## src/rtl/display_source_scheduler_if.sv

```systemverilog
// rtl/display_source_scheduler_if.sv - source/display bus shared by the scheduler and its neighbours
// The master side presents samples and controls; the slave side is the scheduler.
interface display_source_scheduler_if #(
    parameter int NUM_SRC = 3
);
    logic [NUM_SRC*8-1:0] SRC_DATA;
    logic [NUM_SRC-1:0]   SRC_VALID;
    logic [NUM_SRC-1:0]   SRC_ACK;
    logic                 HOLD;
    logic                 NEXT;
    logic [7:0]           DISP_DATA;
    logic [1:0]           DISP_SEL;
    logic                 DISP_STALE;

    modport master (
        output SRC_DATA, SRC_VALID, HOLD, NEXT,
        input  SRC_ACK, DISP_DATA, DISP_SEL, DISP_STALE
    );

    modport slave (
        input  SRC_DATA, SRC_VALID, HOLD, NEXT,
        output SRC_ACK, DISP_DATA, DISP_SEL, DISP_STALE
    );
endinterface

```

## src/rtl/display_source_scheduler.sv

```systemverilog
// rtl/display_source_scheduler.sv - round-robin dwell scheduler sharing the 7-segment display
// Optional DISP_STALE_BLANK_EN: blank DISP_DATA to 8'h00 while the display is stale.
module display_source_scheduler #(
    parameter int NUM_SRC      = 3,
    parameter int DWELL_CYCLES = 100_000_000
) (
    input  logic                        CLK,
    input  logic                        RESET_N,
    display_source_scheduler_if.slave   bus
);
    localparam int SW = $clog2(NUM_SRC);
    localparam int CW = $clog2(DWELL_CYCLES);
    localparam logic [CW-1:0] LAST   = CW'(DWELL_CYCLES - 1);
    localparam logic [SW-1:0] MAXIDX = SW'(NUM_SRC - 1);

    typedef enum logic [1:0] {IDLE, SCAN, SHOW} state_t;

    state_t             r_state;
    state_t             w_state_nx;
    logic [SW-1:0]      r_cand;
    logic [SW-1:0]      r_scan_cnt;
    logic [SW-1:0]      r_sel;
    logic [7:0]         r_data;
    logic               r_stale;
    logic [NUM_SRC-1:0] r_ack;
    logic [CW-1:0]      r_cnt;

    logic [SW-1:0]      w_idx;
    logic [7:0]         w_sample;
    logic               w_latch;
    logic               w_refresh;
    logic               w_scan_fail;
    logic               w_wrap;

    function automatic logic [SW-1:0] f_inc(input logic [SW-1:0] v);
        return (v == MAXIDX) ? '0 : v + SW'(1);
    endfunction

    // SCAN samples the candidate under test; SHOW refreshes the displayed source.
    assign w_idx    = (r_state == SCAN) ? r_cand : r_sel;
    assign w_sample = bus.SRC_DATA[{w_idx, 3'b000} +: 8];

    always_ff @(posedge CLK or negedge RESET_N) begin
        if (!RESET_N) begin
            r_state <= IDLE;
        end else begin
            r_state <= w_state_nx;
        end
    end

    always_comb begin
        w_state_nx  = r_state;
        w_latch     = 1'b0;
        w_refresh   = 1'b0;
        w_scan_fail = 1'b0;
        w_wrap      = 1'b0;
        case (r_state)
            IDLE: begin
                if (|bus.SRC_VALID) w_state_nx = SCAN;
            end
            SCAN: begin
                if (bus.SRC_VALID[r_cand]) begin
                    w_latch    = 1'b1;
                    w_state_nx = SHOW;
                end else if (r_scan_cnt == MAXIDX) begin
                    w_scan_fail = 1'b1;
                    w_state_nx  = SHOW;
                end
            end
            SHOW: begin
                w_refresh = bus.SRC_VALID[r_sel];
                if (bus.NEXT || (r_cnt == LAST && !bus.HOLD)) begin
                    w_state_nx = SCAN;
                end else if (r_cnt == LAST) begin
                    w_wrap = 1'b1;
                end
            end
            default: w_state_nx = IDLE;
        endcase
    end

    always_ff @(posedge CLK or negedge RESET_N) begin
        if (!RESET_N) begin
            r_cand     <= '0;
            r_scan_cnt <= '0;
            r_sel      <= '0;
            r_data     <= '0;
            r_stale    <= 1'b0;
            r_ack      <= '0;
            r_cnt      <= '0;
        end else begin
            r_ack <= (w_latch || w_refresh) ? (NUM_SRC'(1) << w_idx) : '0;
            if (w_latch || w_refresh) begin
                r_data  <= w_sample;
                r_stale <= 1'b0;
            end
            if (w_latch)     r_sel   <= r_cand;
            if (w_scan_fail) r_stale <= 1'b1;
            // r_cand is preloaded so a scan begins at the right candidate on entry.
            case (r_state)
                IDLE: begin
                    r_cand     <= '0;
                    r_scan_cnt <= '0;
                    r_cnt      <= '0;
                end
                SCAN: begin
                    r_cand     <= f_inc(r_cand);
                    r_scan_cnt <= r_scan_cnt + SW'(1);
                    r_cnt      <= '0;
                end
                SHOW: begin
                    r_cand     <= f_inc(r_sel);
                    r_scan_cnt <= '0;
                    r_cnt      <= (w_wrap || w_state_nx != SHOW) ? '0 : r_cnt + CW'(1);
                end
                default: ;
            endcase
        end
    end

    assign bus.SRC_ACK    = r_ack;
    assign bus.DISP_SEL   = 2'(r_sel);
    assign bus.DISP_STALE = r_stale;
`ifdef DISP_STALE_BLANK_EN
    assign bus.DISP_DATA  = r_stale ? 8'h00 : r_data;
`else
    assign bus.DISP_DATA  = r_data;
`endif
endmodule

```

## src/flat_wrapper.sv

```systemverilog
// flat-port wrapper written by rule: the top's interface ports become plain ports
module display_source_scheduler_flat 
#(
    parameter int NUM_SRC      = 3,
    parameter int DWELL_CYCLES = 100_000_000
)
  (CLK, RESET_N, bus_SRC_DATA, bus_SRC_VALID, bus_HOLD, bus_NEXT, bus_SRC_ACK, bus_DISP_DATA, bus_DISP_SEL, bus_DISP_STALE);
  display_source_scheduler_if #(.NUM_SRC(NUM_SRC)) bus_i ();
  input  logic CLK;
  input  logic RESET_N;
  input wire logic [$bits(bus_i.SRC_DATA)-1:0] bus_SRC_DATA;
  input wire logic [$bits(bus_i.SRC_VALID)-1:0] bus_SRC_VALID;
  input wire logic [$bits(bus_i.HOLD)-1:0] bus_HOLD;
  input wire logic [$bits(bus_i.NEXT)-1:0] bus_NEXT;
  output wire logic [$bits(bus_i.SRC_ACK)-1:0] bus_SRC_ACK;
  output wire logic [$bits(bus_i.DISP_DATA)-1:0] bus_DISP_DATA;
  output wire logic [$bits(bus_i.DISP_SEL)-1:0] bus_DISP_SEL;
  output wire logic [$bits(bus_i.DISP_STALE)-1:0] bus_DISP_STALE;
  assign bus_i.SRC_DATA = bus_SRC_DATA;
  assign bus_i.SRC_VALID = bus_SRC_VALID;
  assign bus_i.HOLD = bus_HOLD;
  assign bus_i.NEXT = bus_NEXT;
  assign bus_SRC_ACK = bus_i.SRC_ACK;
  assign bus_DISP_DATA = bus_i.DISP_DATA;
  assign bus_DISP_SEL = bus_i.DISP_SEL;
  assign bus_DISP_STALE = bus_i.DISP_STALE;
  display_source_scheduler #(.NUM_SRC(NUM_SRC), .DWELL_CYCLES(DWELL_CYCLES)) u_core (.CLK(CLK), .RESET_N(RESET_N), .bus(bus_i));
endmodule
```

## config.mk

```make
export PLATFORM = sky130hd
export DESIGN_NAME = display_source_scheduler_flat
export DESIGN_NICKNAME = d
export VERILOG_FILES = /design/src/rtl/display_source_scheduler_if.sv /design/src/rtl/display_source_scheduler.sv /design/src/flat_wrapper.sv
export SDC_FILE = /design/constraint.sdc
export NUM_CORES = 1
export LEC_CHECK = 0
export BUFFER_PORTS_ARGS = -buffer_cell sky130_fd_sc_hd__buf_2
export CAP_MARGIN = 15
export CORE_MARGIN = 3
export CORE_UTILIZATION = 35
export CTS_CLUSTER_SIZE = 8
export DETAILED_ROUTE_END_ITERATION = 10
export GPL_ROUTABILITY_DRIVEN = 0
export PLACE_DENSITY = 0.58
export RECOVER_POWER = 50
export SETUP_SLACK_MARGIN = 0.3
export SYNTH_ARGS = -nofsm -noshare
export SYNTH_HDL_FRONTEND = slang
export SYNTH_SLANG_ARGS = --single-unit
```

## constraint.sdc

```tcl
create_clock -name CLK -period 2.12 [get_ports CLK]
set_input_delay 0.424 -clock CLK [delete_from_list [all_inputs] [get_ports CLK]]
set_output_delay 0.424 -clock CLK [all_outputs]
set_load 0.03 [all_outputs]
```

---- After elaboration in Yosys (flattened, before gate mapping) ----
Cells that the tools add are included.
cells by class
  add/subtract/negate cells ............... 4
  multiply operators ...................... 0
  div/mod/pow operators ................... 0
  order comparisons ....................... 2
  equality and inequality tests ........... 7
  shift operators ......................... 2
  muxes and demuxes ....................... 28
  bitwise gates (word level) .............. 0
  reduce and logical (&&, ||, !) cells .... 13
operator list
  cell                                                        count
  case mux 27 bit (2 select lines)                            1
  adder 27 x 1 -> 27 bit, second input constant               1
  equality test 27 bit, second input constant                 1
  2-to-1 mux 27 bit                                           1
  indexed part select 24 x 6 -> 8 bit                         1
  2-to-1 mux 2 bit                                            7
  2-to-1 mux 1 bit                                            13
  case mux 2 bit (3 select lines)                             2
  equality test 2 bit, second input constant                  4
  adder 2 x 1 -> 2 bit, second input constant                 3
  less-than comparator 2 x 3 -> 1 bit, second input constant  2
  nonzero test 2 bit                                          3
  binary-select mux 1 bit (select 2 bit)                      2
  case mux 2 bit (2 select lines)                             1
  OR reduction 2 bit                                          2
  logical OR 1 bit                                            3
  2-to-1 mux 3 bit                                            1
  nonzero test 3 bit                                          1
  OR reduction 3 bit                                          1
  left shift 1 x 2 -> 3 bit, first input constant             1
  equality test 2 x 1 -> 1 bit, second input constant         1
  zero test 2 bit                                             1
  inequality test 2 bit, second input constant                1
  logical AND 1 bit                                           1
  zero test 1 bit                                             1
storage, ports and cells
  register bits after elaboration ......... 47
  bits in latches ......................... 0
  bits in writable memories ............... 0
  bits in read-only memories .............. 0
  input bits .............................. 31
  output and inout port bits .............. 14
  logic and storage cells ................. 64
  memories ................................ 0

---- Logic depth before layout (Yosys ltp) ----
  word-level depth ........................ 9
  gate-level depth with buffers ........... 9
  gate-level depth less buffers ........... 7

---- Worst setup path before layout ----
No wires, ideal clock.
  kind .................................... register to register
  start ................................... reg u_core.r_cnt[9]
  end ..................................... reg u_core.r_cnt[8]
  setup time .............................. 138 ps
  arrival ................................. 2,174 ps
  data required time ...................... 1,982 ps
  path slack .............................. -192 ps
  cell stages (with the launch flop) ...... 7
  path buffers ............................ 1
  clock period less this slack ............ 2,312 ps
  path through ............................ dfrtp_1 -> or4_1 -> or4_1 -> o31a_2 -> nand3b_1 -> buf_4 -> o221ai_1
between the ends
  cells in the longest elaborated chain, start to end .. 9
  elaborated cells between the ends (all ways) .. 12
  classes of those cells .................. eq/ne: 2; mux: 7; reduce/logical: 3
ends and longest elaborated chain
  item                                line                                                            source
  start: declaration                  display_source_scheduler.sv:26                                  logic [CW-1:0] r_cnt;
  start signal: assignment            display_source_scheduler.sv:114                                 r_cnt <= (w_wrap || w_state_nx != SHOW) ? '0 : r_cnt + CW'(1);
  equality test 27 bit *              display_source_scheduler.sv:72, display_source_scheduler.sv:74
  logical AND 1 bit                   display_source_scheduler.sv:72                                  if (bus.NEXT || (r_cnt == LAST && !bus.HOLD)) begin
  logical OR 1 bit                    display_source_scheduler.sv:72
  2-to-1 mux 2 bit                    display_source_scheduler.sv:72
  case mux 2 bit (3 select lines)     display_source_scheduler.sv:57                                  case (r_state)
  inequality test 2 bit               display_source_scheduler.sv:114
  logical OR 1 bit *                  display_source_scheduler.sv:114
  2-to-1 mux 27 bit *                 display_source_scheduler.sv:114
  case mux 27 bit (2 select lines) *  display_source_scheduler.sv:100                                 case (r_state)
Every way passes the cells marked *; elsewhere a longest branch is shown, timed or not.
A chain may end at the register's enable or synchronous reset.

---- Worst setup path after layout ----
  start ................................... reg u_core.r_cnt[10]
  end ..................................... reg u_core.r_cnt[9]
The elaborated chain is that of the path after synthesis.

==> metrics.csv <==
metric,value,unit
violations,setup timing,
dieWidth,95.9,um
post_drt_wl_per_cell,14.9,um
r2r_start,u_core.r_cnt[10]$_DFFE_PN0P_,
seqPwrFrac,0.318,
hold_violations,0,
crit_path_start_kind,register,
rsz0062_at_grt,true,
num_vias,2711,
die-area,0.00921,mm2
start_util,0.363,
status,"finished, violations left",
fill_cells,728,
synthFlopType,dfrtp_1,
slew_headroom,0.374,
num_rows,32,
crit_path_end,u_core.r_cnt[9]$_DFFE_PN0P_,
fin_crit_sh,1.08,
synth_nets,350,
fin_nets,446,
syn_area_per_cell,9.08,um2
seq_area_frac_synth,0.415,
layout_setup_ws,-0.168,ns
vias_per_cell,5.31,
ff2ff_path_depth,6,
grt_max_degree,32,
cp.required,2.31,ns
grt-ovfl-total,0,
synth_edf_count,0,
n_antenna_cell,0,
finalSetupViolCount,28,
p_per_area,921,mW/mm2
grt_pass1_wl,12.4,mm
grt_usage,0.170,
timing.rr.end,u_core.r_cnt[9]$_DFFE_PN0P_,
worst_pin_slew,0.939,ns
synthArstFlopShare,1.00,
maxSlewViolCount,0,
clock_skew,0.00576,ns
cts_tree,done,
cts.clk_slew.worst_paths,0.09,ns
synth.ff_latch_count,47,
cp_max_fo,7,
io_pins,45,
fp.coreArea,0.00781,mm2
dpl.hpwl,5.31,mm
startpoint,u_core.r_cnt[10]$_DFFE_PN0P_,
drtAntennaViolNets,0,
clockPowerShare,0.188,
hold_path_class,input port to async pin,
drtIter0Drc,187,
drcViolationCount,0,
syn-instance-count,312,
layout_min_cycle_time,2.29,ns
dp_slack,-0.172,ns
die_height,95.9,um
internal_power,2.20,mW
clkLatencyLatePin,0.30,ns
drt_wl_total,7.59,mm
postCtsHoldBufs,0,
antenna_found_initial,0,
p_sw,1.36,mW
combPwrFrac,0.494,
port_buffers,44,
synthToLayoutAreaGrowth,36.6,%
drtPass1Iterations,5,
synth_warnings,0,
p_leak,1.75,nW
cts_sinks,47,
htreeDepth,2,
ir_drop,0.293,mV
end_kind,register,
final_util,0.495,
cts_root_buf,clkbuf_8,
clockBufferDepth,2,
crit_arrival,2.48,ns
path_class,register to register,
rrSetupSlack,-0.17,ns
maxCapViolations,0,
swShare,0.381,
synth_cell_types,48,
cts_made_buffers,5,
max_freq,0.437,GHz
syn-cell-area,0.00283,mm2
drive_gt1_frac,0.362,
grt_pass1_vias,2661,
stage by stage:
stage	power [mW]	hold WS, ns	cells	cell area (um2)	TNS (ns)
global placement	2.58	0.394	497	3550	-2.64
CTS	3.55	0.0609	509	3810	-3.12
global route	3.78	0.323	511	3870	-4.83
detailed placement	2.60	0.388	497	3550	-3.86
floorplan	2.09	0.128	312	2870	-1.60
finish	3.56	0.234	511	3870	-2.83
synth_stat cells (2+ instances only):
master | n | area share
clkbuf_1 | 9 | 0.012
dfrtp_1 | 47 | 0.42
nand4_1 | 16 | 0.035
ha_1 | 7 | 0.031
and2_1 | 8 | 0.018
a21oi_1 | 4 | 0.0071
nor4_1 | 2 | 0.0044
nor2_1 | 16 | 0.021
and3b_1 | 2 | 0.0062
buf_4 | 2 | 0.0053
or3_1 | 2 | 0.0044
inv_1 | 19 | 0.025
nand3b_1 | 3 | 0.0080
o31ai_1 | 3 | 0.0080
nand3_1 | 16 | 0.028
o41ai_1 | 3 | 0.0093
buf_1 | 2 | 0.0027
a41oi_2 | 3 | 0.017
o311ai_1 | 7 | 0.022
o21ai_0 | 14 | 0.025
o32ai_1 | 2 | 0.0062
o22ai_1 | 6 | 0.013
nor2b_1 | 2 | 0.0044
a22o_1 | 2 | 0.0062
or4_1 | 3 | 0.0080
a32oi_1 | 3 | 0.0093
buf_6 | 2 | 0.0080
o21ai_1 | 10 | 0.018
mux2i_1 | 14 | 0.049
a31oi_1 | 10 | 0.022
nor3_1 | 5 | 0.0088
nand2_1 | 44 | 0.058
mux2_1 | 7 | 0.028
mux2_2 | 3 | 0.012
per-layer routing:
metal | track usage | wire (um)
met1 | 0.222 | 3330
met2 | 0.294 | 3780
met3 | 0.0274 | 414
met4 | 0.0379 | 67
met5 | 0 | 0
state kept, by name, indices dropped and copies added (netlist names):
name	cells
u_core.r_scan_cnt	2
u_core.r_cnt	27
u_core.bus.DISP_SEL	2
u_core.r_cand	2
u_core.bus.DISP_STALE	1
u_core.bus.SRC_ACK	3
u_core.r_state	2
u_core.bus.DISP_DATA	8
power groups by stage:
stage                     clock [mW]  sequential, mW  combinational, mW
after floorplan                    0            1.36              0.731
after global placement             0            1.14               1.44
after detailed placement           0            1.15               1.46
after CTS                      0.680            1.13               1.73
after global routing           0.718            1.15               1.91
final                          0.670            1.13               1.76
repair_timing:
item                                    CTS  global route
resized for setup                        25            12
pin swaps                                 4             5
endpoints found under the setup margin   38            38
buffers inserted                          3             2
gates cloned                              1             0
critical path, stage by stage (launching register included):
cell and delay, ns:
dfrtp_1 0.39, or4bb_1 0.50, or4_4 0.50, o31a_4 0.32
buf_4 0.18, a31oi_1 0.19, o22ai_1 0.10
layout by cell type, fill, tap and decap left out, types with 4 or more instances in the layout:
| cell type | netlist | routed |
|---|---|---|
| ha_1 | 7 | 5 |
| o311ai_1 | 7 | 6 |
| and2_1 | 8 | 5 |
| buf_2 | 0 | 43 |
| nand3_1 | 16 | 14 |
| nor3_1 | 5 | 5 |
| a31oi_1 | 10 | 9 |
| mux2_4 | 0 | 9 |
| o21ai_0 | 14 | 14 |
| buf_6 | 2 | 4 |
| nand2_1 | 44 | 43 |
| dfrtp_1 | 47 | 47 |
| inv_1 | 19 | 18 |
| buf_4 | 2 | 52 |
| o21ai_1 | 10 | 8 |
| clkbuf_8 | 0 | 5 |
| nand4_1 | 16 | 16 |
| o22ai_1 | 6 | 6 |
| nor2_1 | 16 | 16 |
| mux2i_1 | 14 | 13 |
cell type report:
cell class                 count  area, um2  share of cell area
inverter                      19       71.3              0.0184
clock buffer                   5       68.8              0.0178
timing repair buffer         104        727               0.188
tap                          102        128              0.0330
sequential                    47       1180               0.304
multi-input combinational    231       1650               0.427
clock inverter                 3       43.8              0.0113
worst min path at each step:
stage,slack (ns),end,from
6_report,0.23,u_core.r_scan_cnt[0]$_DFFE_PN0P_,RESET_N
5_1_grt,0.32,u_core.r_cnt[22]$_DFFE_PN0P_,RESET_N
4_1_cts,0.06,u_core.r_scan_cnt[0]$_DFFE_PN0P_,RESET_N
3_5_place_dp,0.39,u_core.r_scan_cnt[0]$_DFFE_PN0P_,RESET_N
3_3_place_gp,0.39,u_core.r_scan_cnt[0]$_DFFE_PN0P_,RESET_N
2_1_floorplan,0.13,u_core.bus.DISP_DATA[0]$_DFFE_PN0P_,RESET_N
cell families (layout without fill, tap and decap cells):
kind of cell               count (synthesis)  in the layout  synth area share
and+or+nand+nor                          127            127             0.230
AOI/OAI and AO/OA                         73             73             0.181
DFF                                       47             47             0.415
buffers and inverters                     34            131            0.0530
muxes                                     24             24            0.0893
adders and majority gates                  7              7            0.0309
Power figures use the tool's default switching activity.
